<file path="config.mk">
export PLATFORM = sky130hd
export DESIGN_NAME = pr_bus_arbiter
export DESIGN_NICKNAME = d
export VERILOG_FILES = /design/src/rtl/pr_bus_arbiter.sv
export SDC_FILE = /design/constraint.sdc
export NUM_CORES = 1
export LEC_CHECK = 0
export ABC_AREA = 1
export BUFFER_PORTS_ARGS = -buffer_cell sky130_fd_sc_hd__buf_2
export CAP_MARGIN = 20
export CORE_MARGIN = 2
export CORE_UTILIZATION = 49
export CTS_CLUSTER_SIZE = 25
export DETAILED_ROUTE_END_ITERATION = 10
export PLACE_DENSITY = 0.79
export RECOVER_POWER = 100
export SLEW_MARGIN = 20
export SYNTH_ARGS = -nofsm -noshare
export SYNTH_HDL_FRONTEND = slang
export SYNTH_SLANG_ARGS = --single-unit
</file>
<file path="constraint.sdc">
create_clock -name clk -period 1.65 [get_ports clk]
set_input_delay 0.0825 -clock clk [delete_from_list [all_inputs] [get_ports clk]]
set_output_delay 0.0825 -clock clk [all_outputs]
set_load 0.1 [all_outputs]
</file>
<file path="src/rtl/pr_bus_arbiter.sv">
// ============================================================================
// pr_bus_arbiter
//
// Purpose:
//   Shares the CPU-side Bridge port (PrAddr/PrWD/Prbyteen/PrRD) between two
//   masters. M0 (CPU data port) has fixed priority. M1 (DMA/debug port) is
//   forced through after MAX_WAIT consecutive M0 wins while M1 is waiting.
//   Every access has two phases: arbitration in IDLE, then one ACCESS cycle
//   on the Pr bus. The best case is one access every two cycles.
//
// Parameters:
//   MAX_WAIT   M0 wins in a row, with M1 requesting, before M1 must win (1..15)
//
// Ports:
//   clk                   system clock, rising edge
//   reset                 asynchronous, active-low reset
//   m0_req / m1_req       request; held with its command until gnt
//   m0_addr / m1_addr     byte address
//   m0_wd / m1_wd         write data
//   m0_byteen / m1_byteen byte enables, 4'b0000 = read
//   m0_gnt / m1_gnt       command accepted this cycle (combinational)
//   m0_rd / m1_rd         registered read data
//   m0_rvalid / m1_rvalid one-cycle completion pulse (reads and writes)
//   PrAddr/PrWD/Prbyteen  Bridge command, zero outside ACCESS
//   PrRD                  Bridge read data, valid during ACCESS
//   busy                  high during ACCESS
//   owner                 master of the current or last access (0 = M0)
// ============================================================================
module pr_bus_arbiter #(
    parameter int MAX_WAIT = 3
) (
    input  logic        clk,
    input  logic        reset,

    input  logic        m0_req,
    input  logic [31:0] m0_addr,
    input  logic [31:0] m0_wd,
    input  logic [3:0]  m0_byteen,
    output logic        m0_gnt,
    output logic [31:0] m0_rd,
    output logic        m0_rvalid,

    input  logic        m1_req,
    input  logic [31:0] m1_addr,
    input  logic [31:0] m1_wd,
    input  logic [3:0]  m1_byteen,
    output logic        m1_gnt,
    output logic [31:0] m1_rd,
    output logic        m1_rvalid,

    output logic [31:0] PrAddr,
    output logic [31:0] PrWD,
    output logic [3:0]  Prbyteen,
    input  logic [31:0] PrRD,
    output logic        busy,
    output logic        owner
);

    localparam logic [3:0] WAIT_LIMIT = 4'(MAX_WAIT);

    typedef enum logic {
        IDLE   = 1'b0,
        ACCESS = 1'b1
    } state_t;

    state_t      r_state;
    state_t      w_nextState;

    logic [31:0] r_addr;
    logic [31:0] r_wd;
    logic [3:0]  r_byteen;
    logic        r_owner;
    logic [3:0]  r_waitCnt;
    logic [31:0] r_m0Rd;
    logic [31:0] r_m1Rd;
    logic        r_m0Rvalid;
    logic        r_m1Rvalid;

    logic        w_m0Win;
    logic        w_m1Win;

    // Arbitration is evaluated only in IDLE. M1 wins when M0 is quiet, or
    // when M0 has already won MAX_WAIT times in a row while M1 was waiting.
    assign w_m1Win = (r_state == IDLE) && m1_req &&
                     (!m0_req || (r_waitCnt == WAIT_LIMIT));
    assign w_m0Win = (r_state == IDLE) && m0_req && !w_m1Win;

    assign m0_gnt    = w_m0Win;
    assign m1_gnt    = w_m1Win;
    assign m0_rd     = r_m0Rd;
    assign m1_rd     = r_m1Rd;
    assign m0_rvalid = r_m0Rvalid;
    assign m1_rvalid = r_m1Rvalid;
    assign owner     = r_owner;

    // State register. The asynchronous reset forces IDLE, so the Pr outputs,
    // which are decoded from the state, drop to zero at once.
    always_ff @(posedge clk or negedge reset) begin
        if (!reset) begin
            r_state <= IDLE;
        end else begin
            r_state <= w_nextState;
        end
    end

    // Next-state and Pr bus decode. The Bridge sees a command only during
    // ACCESS, so it can never observe a stray write in any other cycle.
    always_comb begin
        w_nextState = r_state;
        busy        = 1'b0;
        PrAddr      = 32'h0;
        PrWD        = 32'h0;
        Prbyteen    = 4'h0;
        case (r_state)
            IDLE: begin
                if (w_m0Win || w_m1Win) begin
                    w_nextState = ACCESS;
                end
            end
            ACCESS: begin
                busy        = 1'b1;
                PrAddr      = r_addr;
                PrWD        = r_wd;
                Prbyteen    = r_byteen;
                w_nextState = IDLE;
            end
            default: begin
                w_nextState = IDLE;
            end
        endcase
    end

    // Command latch, starvation counter and completion registers. rvalid is
    // a single-cycle pulse. It is cleared every cycle unless an ACCESS
    // closes on this edge. A write still pulses rvalid as its acknowledge,
    // but it leaves the read register unchanged.
    always_ff @(posedge clk or negedge reset) begin
        if (!reset) begin
            r_addr     <= 32'h0;
            r_wd       <= 32'h0;
            r_byteen   <= 4'h0;
            r_owner    <= 1'b0;
            r_waitCnt  <= 4'h0;
            r_m0Rd     <= 32'h0;
            r_m1Rd     <= 32'h0;
            r_m0Rvalid <= 1'b0;
            r_m1Rvalid <= 1'b0;
        end else begin
            r_m0Rvalid <= 1'b0;
            r_m1Rvalid <= 1'b0;

            if (w_m1Win) begin
                r_addr    <= m1_addr;
                r_wd      <= m1_wd;
                r_byteen  <= m1_byteen;
                r_owner   <= 1'b1;
                r_waitCnt <= 4'h0;
            end else if (w_m0Win) begin
                r_addr   <= m0_addr;
                r_wd     <= m0_wd;
                r_byteen <= m0_byteen;
                r_owner  <= 1'b0;
                if (m1_req && (r_waitCnt != WAIT_LIMIT)) begin
                    r_waitCnt <= r_waitCnt + 4'h1;
                end
            end

            if (r_state == ACCESS) begin
                if (r_owner) begin
                    r_m1Rvalid <= 1'b1;
                    if (r_byteen == 4'h0) begin
                        r_m1Rd <= PrRD;
                    end
                end else begin
                    r_m0Rvalid <= 1'b1;
                    if (r_byteen == 4'h0) begin
                        r_m0Rd <= PrRD;
                    end
                end
            end
        end
    end

endmodule

</file>
==> metrics.txt <==
status finished with violations; violated checks negative hold slack, negative setup slack; final wirelength approximately 28 mm; number of antenna violations at the first check in global routing 1; Pwr Total around 24 mW; Clock Latency Late Sink 0.42 ns; first-pass detailed-route iteration total 5; DR iter-0 viols about 700; Seq pwr share around 23%; combinational share of power around 61%; yosys warns 0; synthesized area per cell 7.36 um2; fin util a little under nine tenths; # DRC 0; via-per-instance ratio ~5.1; ys async rst share 100%; Net Sw Frac a little under three fifths; worst setup margin -0.0499 ns; global-route wire length before repair 42.1 mm; CTS tree done; Post-Syn Instances around 1k; # H-tree levels 4; P per Cell Area about 1900 mW/mm2; CP bufs+invs 3; slowest cell on the critical path dfrtp_4; most used cell, CP nand2_2; critical path's top delay family simple AND/OR/NAND/NOR gates; Post-synth EDFFs 0; Area Growth Syn to Fin 69.5%; RSZ-0062 raised after global routing yes; Synth area leader dfrtp_1; Final Hold Vio Count 1; crit path capture type register; Routed Antenna Nets 0; # Max-Cap Violations 0; area of the die 0.0161 mm2; min cycle time layout 1.70 ns; Final Max Tran Viols 0; Die H 127 um; setup TNS -0.217 ns; DR WL/cell 16.9 um; WHS -0.00239 ns; CP cell instances clkinv_4 -> clkbuf_2 -> nand2_2 -> nand2_2 -> buf_16 -> nand3_1 -> nand2_1; Placed Area 0.0104 mm2; top_reg_cell synth dfrtp_1; number of CTS-inserted buffers 17; top cells by count, synth nand2_1 (345), inv_1 (238), dfrtp_1 (140); fin crit share 103%; TritonCTS Sinks between 100 and 150; largest net degree at the start of global routing 70; Max Clk Rate ~600 MHz; Max clock buf depth 2; layout cells sized above 1 36.8%; Yosys reg bits 140; Switching Power 13.7 mW; fin nets 1604; core area 0.0146 mm2; Worst EP required about 2 ns; worst clock skew approximately 0.0093 ns; Int Pwr between 10 and 15 mW; syn_nets 1178; root buffer cell clkbuf_16; CP peak stage delay about 0.53 ns; final setup vio count 18; die width ~130 um; Post-DP HPWL 15.1 mm; Overflow after GRT 0; count leader, synth nand2_1; Tightest Pin Transition 0.823 ns; leakage power between 6 and 7 nW; # IOs 310; effective utilization at floorplan 50.5%; Worst Hold Class primary input to register; clock-pin slew on the worst setup and hold paths around 0.06 ns; CP Max Fanout 69; slew margin rel. 45.2%; cell area after layout 0.0125 mm2; Row Count 44; vias in the first global route 8591; critical path type register to register; part of the power in the clock network 16.4%; post-synth top area share 47.4%; IO buf count 309; all-layer global routing usage roughly 33%; Mapped Area 0.00740 mm2; crit start category register; detailed-route via count 8350; top cells by area, synth dfrtp_1 (47%), nand2_1 (18%), inv_1 (12%); CP arrival 2.05 ns; Max IR drop VDD 1.72 mV; Cell variety after synth 21; register area share after synthesis 47.4%; gpl congestion 0.835
[worst paths after layout]
kind | from | end | slack [ns] | cells past startpoint
setup reg to reg | r_state$_DFF_PN0_ | r_addr[3]$_DFFE_PN0P_ | -0.05 | 7
max in group asynchronous | reset | r_addr[20]$_DFFE_PN0P_ | 0.28 | 3
hold / removal | m1_wd[2] | r_wd[2]$_DFFE_PN0P_ | -0.002 | 5
hold reg to reg | m0_rd[1]$_DFFE_PN0P_ | m0_rd[1]$_DFFE_PN0P_ | 0.48 | 2
min in group asynchronous | reset | r_wd[24]$_DFFE_PN0P_ | 0.17 | 2
setup / recovery | r_state$_DFF_PN0_ | r_addr[3]$_DFFE_PN0P_ | -0.05 | 7
[per-layer routing]
layer  global-route usage, %  vias up  wire (um)
li1                        -     3822          -
met5                       0        -          0
met1                    36.5     3893       9650
met3                    7.55      133       2060
met2                    59.0      502      14200
met4                    19.7        0       1680
[registers in the layout, indices dropped and copies added, names as in the netlist]
signal     flops
r_byteen       4
m0_rd         32
m0_rvalid      1
m1_rvalid      1
m1_rd         32
r_addr        32
owner          1
r_state        1
r_wd          32
r_waitCnt      4
[layout make-up]
cell class | count | area, um2
diodes | 1 | 2.50
fillers | 706 | 2110
inverters | 242 | 1180
multi-input cells | 567 | 2740
clock buffers | 19 | 443
well taps | 184 | 230
repair buffers | 463 | 4270
clock inverters | 13 | 165
flip-flops and latches | 140 | 3510
[what timing repair did]
action	in CTS	in global routing
endpoints found under the hold margin	194	0
endpoints found under the setup margin	40	122
setup buffers	5	0
pin swaps	5	0
gates cloned	0	2
hold buffers	126	0
gates resized for setup	20	46
[power by group through the flow]
stage / Combinational, mW / Sequential (mW) / Clock [mW]
finish: 14.6 / 5.53 / 3.96
global route: 15.1 / 5.65 / 4.14
CTS: 14.4 / 5.37 / 3.97
detailed placement: 14.0 / 5.40 / 0
global placement: 13.9 / 5.35 / 0
floorplan: 4.84 / 11.2 / 0
[layout by cell type (no fill, tap or decap), drive strengths merged, types with 3 or more instances in the layout]
master	n
nand2	350
buf	278
inv	174
nand3	141
dfrtp	140
dlygate4sd3	126
clkbuf	78
clkinvlp	73
o21ai	65
nor2	8
clkinv	5
bufinv	3
[worst min-delay path: cells and delay by family]
kind	cells	cell delay, ns
AND/OR/NAND/NOR	3	0.19
buffers and inverters	2	0.10
[stage by stage]
stage / setup WS, ns / instances / hold WS, ns
after global placement: 0.0806 / 1463 / 0.0658
after global routing: -0.115 / 1629 / 0.0167
after floorplan: -0.697 / 1005 / -0.213
final: -0.0499 / 1629 / -0.00239
after CTS: -0.0414 / 1626 / 0.000243
after detailed placement: 0.0519 / 1463 / 0.0653
[cells by family after synthesis]
group                    synth area share, %
buffers and inverters                   18.0
flip-flops                              47.4
XOR/XNOR                               0.118
AND/OR/NAND/NOR                         28.5
AO/OA/AOI/OAI                           5.79
adder cells (fa/ha/maj)                0.169
(Power assumes the default switching activity.)
